File: src/rtl/mult_arb_pkg.sv
// Shared constants and helpers for the multiplier arbiter slice.
package mult_arb_pkg;

  localparam int DEF_N = 32;
  localparam int DEF_R = 4;

  function automatic int calc_idw(input int r);
    return (r > 1) ? $clog2(r) : 1;
  endfunction

  // Pointer value after reset: makes requester 0 the first candidate.
  function automatic int rst_last(input int r);
    return r - 1;
  endfunction

endpackage

File: src/rtl/n_bit_multiplier.sv
// Combinational full-width unsigned multiplier.
// Zero latency; no flow control.
module n_bit_multiplier #(
  parameter int N = 32
) (
  input  logic [N-1:0]   i_a,
  input  logic [N-1:0]   i_b,
  output logic [2*N-1:0] o_p
);

  logic [2*N-1:0] w_a_ext;
  logic [2*N-1:0] w_b_ext;

  assign w_a_ext = {{N{1'b0}}, i_a};
  assign w_b_ext = {{N{1'b0}}, i_b};
  assign o_p     = w_a_ext * w_b_ext;

endmodule

File: src/rtl/rr_arbiter.sv
// Round-robin arbiter: search starts one past the last granted index.
// Combinational grant; pointer advances only when the grant is accepted.
module rr_arbiter
  import mult_arb_pkg::*;
#(
  parameter int R   = DEF_R,
  parameter int IDW = calc_idw(R)
) (
  input  logic           clk,
  input  logic           rst,
  input  logic [R-1:0]   req,
  input  logic           accept,
  output logic [R-1:0]   grant,
  output logic [IDW-1:0] grant_id
);

  logic [IDW-1:0] r_last;
  logic           w_found;

  always_comb begin
    grant    = '0;
    grant_id = '0;
    w_found  = 1'b0;
    for (int k = 1; k <= R; k++) begin
      if (!w_found && req[(int'(r_last) + k) % R]) begin
        w_found                          = 1'b1;
        grant[(int'(r_last) + k) % R]    = 1'b1;
        grant_id                         = IDW'((int'(r_last) + k) % R);
      end
    end
  end

  always_ff @(posedge clk) begin
    if (rst) begin
      r_last <= IDW'(rst_last(R));
    end else if (accept) begin
      r_last <= grant_id;
    end
  end

endmodule

File: src/rtl/mult_arbiter.sv
// Shares one multiplier among R requesters, round-robin, tagged registered response.
// Latency 1 (2 with MULT_IN_REG_EN); rsp held while ~rsp_ready, which stalls grants.
module mult_arbiter
  import mult_arb_pkg::*;
#(
  parameter int N   = DEF_N,
  parameter int R   = DEF_R,
  parameter int IDW = calc_idw(R)
) (
  input  logic             clk,
  input  logic             rst,
  input  logic [R-1:0]     req_valid,
  input  logic [R*N-1:0]   req_a,
  input  logic [R*N-1:0]   req_b,
  output logic [R-1:0]     req_ready,
  output logic             rsp_valid,
  input  logic             rsp_ready,
  output logic [IDW-1:0]   rsp_id,
  output logic [2*N-1:0]   rsp_product
);

  logic [R-1:0]   w_grant;
  logic [IDW-1:0] w_gid;
  logic           w_adv_out;
  logic           w_adv_in;
  logic           w_accept;
  logic [N-1:0]   w_mux_a;
  logic [N-1:0]   w_mux_b;
  logic           w_mul_vld;
  logic [IDW-1:0] w_mul_id;
  logic [N-1:0]   w_mul_a;
  logic [N-1:0]   w_mul_b;
  logic [2*N-1:0] w_prod;

  logic           r_rsp_vld;
  logic [IDW-1:0] r_rsp_id;
  logic [2*N-1:0] r_rsp_prod;

  assign w_adv_out = ~r_rsp_vld | rsp_ready;
  assign req_ready = w_grant & {R{w_adv_in & ~rst}};
  assign w_accept  = |req_ready;

  rr_arbiter #(.R(R), .IDW(IDW)) u_arb (
    .clk      (clk),
    .rst      (rst),
    .req      (req_valid),
    .accept   (w_accept),
    .grant    (w_grant),
    .grant_id (w_gid)
  );

  // One-hot AND-OR operand select.
  always_comb begin
    w_mux_a = '0;
    w_mux_b = '0;
    for (int i = 0; i < R; i++) begin
      if (w_grant[i]) begin
        w_mux_a = w_mux_a | req_a[i*N +: N];
        w_mux_b = w_mux_b | req_b[i*N +: N];
      end
    end
  end

`ifdef MULT_IN_REG_EN
  logic           r_s1_vld;
  logic [IDW-1:0] r_s1_id;
  logic [N-1:0]   r_s1_a;
  logic [N-1:0]   r_s1_b;

  assign w_adv_in = ~r_s1_vld | w_adv_out;

  always_ff @(posedge clk) begin
    if (rst) begin
      r_s1_vld <= 1'b0;
      r_s1_id  <= '0;
      r_s1_a   <= '0;
      r_s1_b   <= '0;
    end else if (w_adv_in) begin
      r_s1_vld <= w_accept;
      if (w_accept) begin
        r_s1_id <= w_gid;
        r_s1_a  <= w_mux_a;
        r_s1_b  <= w_mux_b;
      end
    end
  end

  assign w_mul_vld = r_s1_vld;
  assign w_mul_id  = r_s1_id;
  assign w_mul_a   = r_s1_a;
  assign w_mul_b   = r_s1_b;
`else
  assign w_adv_in  = w_adv_out;
  assign w_mul_vld = w_accept;
  assign w_mul_id  = w_gid;
  assign w_mul_a   = w_mux_a;
  assign w_mul_b   = w_mux_b;
`endif

  n_bit_multiplier #(.N(N)) u_mul (
    .i_a (w_mul_a),
    .i_b (w_mul_b),
    .o_p (w_prod)
  );

  always_ff @(posedge clk) begin
    if (rst) begin
      r_rsp_vld  <= 1'b0;
      r_rsp_id   <= '0;
      r_rsp_prod <= '0;
    end else if (w_adv_out) begin
      r_rsp_vld <= w_mul_vld;
      if (w_mul_vld) begin
        r_rsp_id   <= w_mul_id;
        r_rsp_prod <= w_prod;
      end
    end
  end

  assign rsp_valid   = r_rsp_vld;
  assign rsp_id      = r_rsp_id;
  assign rsp_product = r_rsp_prod;

endmodule
File: config.mk
export PLATFORM = sky130hd
export DESIGN_NAME = mult_arbiter
export DESIGN_NICKNAME = d
export VERILOG_FILES = /design/src/rtl/mult_arb_pkg.sv /design/src/rtl/n_bit_multiplier.sv /design/src/rtl/rr_arbiter.sv /design/src/rtl/mult_arbiter.sv
export SDC_FILE = /design/constraint.sdc
export NUM_CORES = 2
export LEC_CHECK = 0
export ABC_CLOCK_PERIOD_IN_PS = 29600
export CORE_MARGIN = 4
export CORE_UTILIZATION = 60
export CTS_CLUSTER_SIZE = 10
export DETAILED_ROUTE_END_ITERATION = 16
export HOLD_SLACK_MARGIN = 0.1
export PLACE_DENSITY_LB_ADDON = 0.08
export SYNTH_ARGS = -nofsm -noshare
export SYNTH_HDL_FRONTEND = slang
export SYNTH_SLANG_ARGS = --single-unit
File: constraint.sdc
create_clock -name clk -period 29.6 [get_ports clk]
set_input_delay 5.92 -clock clk [delete_from_list [all_inputs] [get_ports clk]]
set_output_delay 5.92 -clock clk [all_outputs]
set_load 0.01 [all_outputs]
### Yosys cells after proc, flatten, opt, wreduce, memory -nomap -nowiden

Index checks and enable logic that the tools add are counted.

| cells by class | value |
|---|---|
| $lt $le $gt $ge | 8 |
| muxes and demuxes | 39 |
| $mul | 1 |
| add/subtract/negate cells | 4 |
| bitwise gates (word level) | 18 |
| reductions and logical operators | 16 |

Operators by type and width:

| kind | number |
|---|---|
| 2-to-1 mux 32 bit | 8 |
| OR 32 bit | 6 |
| multiplier 32 x 32 -> 64 bit | 1 |
| < comparator 3 x 4 -> 1 bit (second input constant) | 4 |
| 2-to-1 mux 4 bit | 4 |
| 2-to-1 mux 1 bit | 15 |
| >= comparator 3 x 1 -> 1 bit (second input constant) | 4 |
| OR 4 bit | 3 |
| binary-select mux 1 bit (select 2 bit) | 4 |
| demux 1 bit (select 2 bit) | 4 |
| 2-to-1 mux 2 bit | 4 |
| OR reduction 2 bit | 4 |
| logical AND 1 bit | 7 |
| adder 2 x 1 -> 2 bit (second input constant) | 2 |
| adder 2 bit (second input constant) | 2 |
| bitwise AND 1 bit (first input constant) | 4 |
| bitwise AND 4 bit | 1 |
| OR reduction 4 bit | 1 |
| zero test 1 bit | 3 |
| NOT 1 bit | 2 |
| AND reduction 2 bit | 1 |
| bitwise AND 1 bit | 1 |
| OR 1 bit | 1 |

| storage, ports and cells | value |
|---|---|
| output and inout bits | 71 |
| flip-flop bits (word level) | 69 |
| word-level logic and storage cells | 90 |

### Longest topological paths before layout

| logic depth | value |
|---|---|
| depth in word-level cells | 24 |
| gate-level depth with buffers | 44 |
| depth with buffers taken out | 36 |

### Hierarchy

Synthesis repeated with hierarchy kept, for this count alone.

| unflattened totals | value |
|---|---|
| cell total of the unflattened synthesis | 4300 |
| area, all modules | 37977.7 µm² |

Modules (own cells, without submodules):

| module | cells an instance | times used | area an instance (µm²) | sequential area each (µm²) |
|---|---|---|---|---|
| n_bit_multiplier | 3690 | 1 | 33288.2 | 0.0 |
| mult_arbiter | 539 | 1 | 4062.6 | 1341.3 |
| rr_arbiter | 71 | 1 | 626.9 | 40.0 |

### Worst setup path after synthesis

OpenSTA, ideal clock, no wires.

| timing path | value |
|---|---|
| path type | input -> register |
| from | input port req_valid[0] |
| to | register r_rsp_prod[54], in the netlist rsp_product[54] |
| arrival | 14.753 ns |
| data required time | 29.513 ns |
| cell stages on the path | 34 |
| library setup time | 0.087 ns |
| buffers on the path | 6 |
| path slack | 14.760 ns |
| path through | mux4_2 nor3b_1 a221o_1 buf_6 buf_6 buf_2 a22oi_1 and2_1 buf_2 buf_2 nor2_1 fa_1 inv_1 fa_1 fa_1 fa_1 inv_1 fa_1 fa_1 fa_1 inv_1 fa_1 inv_1 ha_1 clkbuf_1 nand4_1 or4_1 a211oi_1 and2_1 a22oi_1 a21oi_1 a2111oi_0 a41o_1 o31ai_1 |

| on the way | value |
|---|---|
| word-level cells in the longest chain between the ends | 21 |
| elaborated cells on any way between the ends | 46 |
| classes of those cells | 1 x mul; 27 x mux; 10 x bitwise; 8 x reduce/logical |

Ends and longest elaborated chain:

| element | line | text |
|---|---|---|
| from (decl) | mult_arbiter.sv:12 | `input logic [R-1:0] req_valid,` |
| binary-select mux 1 bit (select 2 bit) | rr_arbiter.sv:25 | `if (!w_found && req[(int'(r_last) + k) % R]) begin` |
| 2-to-1 mux 1 bit (implied by the code) (2 in a row) | rr_arbiter.sv:25 |  |
| 2-to-1 mux 1 bit | rr_arbiter.sv:25 |  |
| zero test 1 bit | rr_arbiter.sv:25 |  |
| logical AND 1 bit | rr_arbiter.sv:25 |  |
| 2-to-1 mux 1 bit | rr_arbiter.sv:25 |  |
| zero test 1 bit | rr_arbiter.sv:25 |  |
| logical AND 1 bit | rr_arbiter.sv:25 |  |
| [... 4 more ...] | -- |  |
| 2-to-1 mux 32 bit | mult_arbiter.sv:57 | `if (w_grant[i]) begin` |
| OR 32 bit (on tied branches) | mult_arbiter.sv:58, mult_arbiter.sv:59 |  |
| 2-to-1 mux 32 bit | mult_arbiter.sv:57 |  |
| OR 32 bit (on tied branches) | mult_arbiter.sv:58, mult_arbiter.sv:59 |  |
| 2-to-1 mux 32 bit | mult_arbiter.sv:57 |  |
| OR 32 bit (on tied branches) | mult_arbiter.sv:58, mult_arbiter.sv:59 |  |
| 2-to-1 mux 32 bit | mult_arbiter.sv:57 |  |
| multiplier 32 x 32 -> 64 bit | n_bit_multiplier.sv:16 | `assign o_p = w_a_ext * w_b_ext;` |
| to (signal assigned) | mult_arbiter.sv:115 | `r_rsp_prod <= w_prod;` |
| to (decl) | mult_arbiter.sv:37 | `logic [2*N-1:0] r_rsp_prod;` |

Mark *: on every way between the ends. The rest lies on a longest branch, timed or not. The select of a mux whose other input is x is not followed.
A chain may end at the register's enable or synchronous reset.

### Worst setup path in the final report

| timing path | value |
|---|---|
| from | input port req_valid[3] |
| to | register r_rsp_prod[53], in the netlist rsp_product[53] |

The elaborated chain is that of the path after synthesis.

==> impl.org <==
** Status
- The run finished with clean final reports.

** Route
- Via total after detailed routing :: between 30,000 and 40,000
- In the routed design, unresolved DRC markers number 0.
- Average wire length per cell after detail routing :: 23.9 µm
- Initial DRT Pass Iterations :: 6
- In the routed layout, each cell is associated on average with a via count of 5.93.
- First DRT Iteration DRCs :: between 3,000 and 4,000
- The routed design has between 100,000 and 150,000 µm of wire.
- Count of nets left with antenna violations after detail routing :: 0

** STA
- Setup violations remaining at the end of the flow were counted as 0.
- Share of the cycle needed by the critical path after routing :: between 50% and 60%
- Max-Slew Margin vs Limit :: between 10% and 20%
- Unrepaired setup endpoints after global routing :: no
- Setup total negative slack on the finished layout was measured at 0 ns.
- Max-slew violation count :: 0
- For the pin with the worst max-slew slack, the measured transition is ~1.3 ns.
- The hold violation count in the final report is 0.
- Subtracting the final worst setup slack from the clock period gives roughly 17 ns.
- Static timing analysis puts the maximum clock frequency at between 50 and 60 MHz.
- Across the routed clock network, the largest skew measured is a little over 0.005 ns.
- Setup slack closes at about 12 ns.

** Synthesis
- #FFs+latches synth :: 69
- For this run, the register share of the synthesized area comes to approximately 3.7%.
- Cells after synthesis :: between 4,000 and 5,000
- Syn Nets :: 5,778
- The cell area that synthesis handed to floorplanning was approximately 37,000 µm².
- Count of yosys warnings during synthesis :: 0
- Of all flip-flops after synthesis, the portion carrying an async set or reset was 0%.
- In the synthesized netlist the dominant register cell turns out to be sky130_fd_sc_hd__dfxtp_1.
- After synthesis, the mean cell area works out to roughly 8.5 µm².
- Number of enable flip-flop cells after synthesis :: 0
- Library cells used by synthesis :: between 70 and 80

** Clock network
- Source-to-sink clock delay at the later pin of the worst-skew pair :: roughly 0.33 ns
- Total setup buffers inserted after CTS :: 0
- In this run the clock root is driven by a sky130_fd_sc_hd__clkbuf_16.
- Clock transition at path regs :: about 0.060 ns
- TritonCTS built the clock tree.
- In this run, post-CTS hold repair placed 0 buffers.
- Maximum clock path buffer count :: 2
- Sinks on Clock Net :: between 60 and 70
- Post-CTS sizing :: 0
- Clock buffer count from CTS :: 9
- CTS built an H-tree with a depth of 3.

** GRT
- The via count of the first global-routing pass came to ~33,000.
- GRT Total Usage :: 39.2%
- Global routing used 62.9% of the available met2 tracks.
- Entering global routing, the biggest net connects 74 pins.
- Antenna violations before repair :: 0
- GR Layer Usage met3 :: 10.6%
- GR peak layer :: met2
- For this run, global-route usage on met1 was measured as between 50% and 60%.
- Overflow left after global routing :: 0
- Wire length of the first global-routing pass :: a little under 200,000 µm

** Worst setup path
- Critical path depth :: 34
- Crit path required time :: a little under 30 ns
- Grouping stages by cell kind, the critical path spends the most delay in adder cells.
- Largest driver fanout on the critical path :: 44
- Category of the most critical setup path :: in -> reg
- For this run, the slowest stage of the critical path takes 0.77 ns.
- The worst register-to-register path has a depth of 35.
- Data on the critical path arrives at its endpoint at roughly 17 ns.
- The most numerous cell type found on the critical path is sky130_fd_sc_hd__fa_1.
- The worst setup path is launched from a primary input.
- Counting both buffers and inverters, the worst setup path holds a total of 8.
- The worst setup path is captured at a flop.
- Max stage delay cell, worst path :: sky130_fd_sc_hd__a221o_2

** Cells and area
- Final design area excluding fillers :: just over 40,000 µm²
- Final Non-Filler Cells :: 5,309
- Post-synthesis to final-layout area growth :: 11.4%
- Fraction of final layout cells sized beyond drive strength 1 :: around 3.3%
- Final nets :: 5,950
- Most common library cell in the layout ignoring fill and taps :: sky130_fd_sc_hd__inv_1
- The layout has about 5,100 filler cells.
- In the layout the commonest cells are sky130_fd_sc_hd__inv_1 (903), sky130_fd_sc_hd__fa_1 (896), sky130_fd_sc_hd__nor2_1 (626).

** Worst hold path
- The path class of the tightest hold or removal check is reg -> reg.
- Depth of the worst hold-timing path :: 2

** Floorplan
- The die covers ~66,000 µm².
- After floorplanning, the core was divided into 90 placement rows.
- Chip height :: 256 µm
- Effective utilization at floorplan :: approximately 60%
- Floorplan die width :: roughly 260 µm
- Area of the placeable core :: 60,600 µm²
- I/O Pins :: 334

** Placed design
- Placement Setup Slack :: roughly 12 ns
- At the end of routability-driven placement, the weighted congestion stood at ~1.0.
- Including well taps, the total number of placed cells is ~5,300.
- Buffers placed on the I/O ports in this run total between 300 and 400.
- The wire-length estimate of the detail-placed layout is 104,000 µm.
- Summing all placed instances gives a cell area of a little over 40,000 µm².

** Job
- Number of max-cap violations :: 0
## tightest hold or removal path: stages (launching register included)
cell and delay (ns):
sky130_fd_sc_hd__dfxtp_1 0.31, sky130_fd_sc_hd__nand2_1 0.05, sky130_fd_sc_hd__a21oi_1 0.05
## metrics by stage
| step | hold slack [ns] | util, % |
|---|---|---|
| after floorplan | 0.476 | - |
| after global placement | 0.439 | 67.4 |
| after detailed placement | 0.446 | 67.4 |
| after CTS | 0.454 | 67.8 |
| after global routing | 0.473 | 67.8 |
| final | 0.454 | 67.8 |
## routing by layer
layer / vias to the layer above / part of all wire [%] / routed length [µm]
met4: 0 / 6.5 / 8250
li1: 13400 / - / -
met3: 420 / 12 / 15300
met1: 15700 / 36 / 45600
met5: - / 0 / 0
met2: 1979 / 46 / 58000
## flip-flops by register name, indices dropped and copies added (netlist names)
name,cells
u_arb.r_last,2
rsp_product,64
rsp_valid,1
rsp_id,2
## synth_stat cells (5+ instances only)
library cell / count / area, µm²
sky130_fd_sc_hd__inv_1: 903 / 3390
sky130_fd_sc_hd__fa_1: 896 / 17900
sky130_fd_sc_hd__nor2_1: 626 / 2350
sky130_fd_sc_hd__nand2_1: 587 / 2200
sky130_fd_sc_hd__ha_1: 270 / 3380
sky130_fd_sc_hd__a21oi_1: 149 / 746
sky130_fd_sc_hd__buf_2: 141 / 706
sky130_fd_sc_hd__a22oi_1: 110 / 826
sky130_fd_sc_hd__clkbuf_1: 106 / 398
sky130_fd_sc_hd__dfxtp_1: 69 / 1380
sky130_fd_sc_hd__and2_1: 58 / 363
sky130_fd_sc_hd__o21ai_0: 49 / 245
sky130_fd_sc_hd__xnor2_1: 38 / 333
sky130_fd_sc_hd__nand2b_1: 37 / 231
sky130_fd_sc_hd__nand4_1: 23 / 144
sky130_fd_sc_hd__a21o_1: 22 / 165
sky130_fd_sc_hd__nand3_1: 21 / 105
sky130_fd_sc_hd__xor2_1: 16 / 140
sky130_fd_sc_hd__a22o_1: 13 / 114
sky130_fd_sc_hd__and3_1: 12 / 75.1
sky130_fd_sc_hd__o21bai_1: 12 / 90.1
sky130_fd_sc_hd__a31oi_1: 11 / 68.8
sky130_fd_sc_hd__nor3_1: 11 / 55.1
sky130_fd_sc_hd__buf_4: 10 / 75.1
sky130_fd_sc_hd__o211ai_1: 9 / 67.6
sky130_fd_sc_hd__or2_2: 9 / 56.3
sky130_fd_sc_hd__a221oi_1: 8 / 70.1
sky130_fd_sc_hd__o21a_1: 8 / 60.1
sky130_fd_sc_hd__a211oi_1: 7 / 52.6
sky130_fd_sc_hd__a221oi_2: 7 / 105
sky130_fd_sc_hd__o31ai_1: 7 / 52.6
sky130_fd_sc_hd__and2_0: 6 / 37.5
sky130_fd_sc_hd__nor2b_1: 6 / 37.5
sky130_fd_sc_hd__o221ai_1: 6 / 52.6
sky130_fd_sc_hd__or3_1: 6 / 37.5
sky130_fd_sc_hd__a21boi_0: 5 / 37.5
sky130_fd_sc_hd__a221o_1: 5 / 50.1
sky130_fd_sc_hd__nor3b_1: 5 / 37.5
sky130_fd_sc_hd__nor4_1: 5 / 31.3
## final timing paths
path	from	to	slack, ns
max	req_valid[3]	rsp_product[53]$_SDFFE_PP0P_	12.32
max reg2reg	u_arb.r_last[0]$_SDFFE_PP1N_	rsp_product[53]$_SDFFE_PP0P_	16.89
min	rsp_product[16]$_SDFFE_PP0P_	rsp_product[16]$_SDFFE_PP0P_	0.45
min reg2reg	rsp_product[16]$_SDFFE_PP0P_	rsp_product[16]$_SDFFE_PP0P_	0.45
## layout make-up
type | count | area [µm²] | share of cell area (%)
Antenna cell | 1 | 2.50 | 0.00609
Clock buffer | 9 | 225 | 0.548
Clock inverter | 7 | 73.8 | 0.180
Inverter | 903 | 3390 | 8.25
Multi-Input combinational cell | 3112 | 31000 | 75.5
Sequential cell | 69 | 1380 | 3.36
Tap cell | 782 | 978 | 2.38
Timing Repair Buffer | 426 | 4030 | 9.80
## kinds of logic (layout without fill, tap and decap cells)
family	count (synthesis)	after routing	share of synthesized area (%)
simple gates	1427	1427	16.0
buf+inv	1168	1345	12.5
fa+ha+maj	1166	1166	57.8
compound gates	456	456	8.35
flops	69	69	3.74
xor+xnor	54	54	1.28
mux	9	9	0.332
other cells	0	1	0
Power is not shown: default switching activity piles up to over one toggle a cycle in this logic, so the estimate is an artifact.
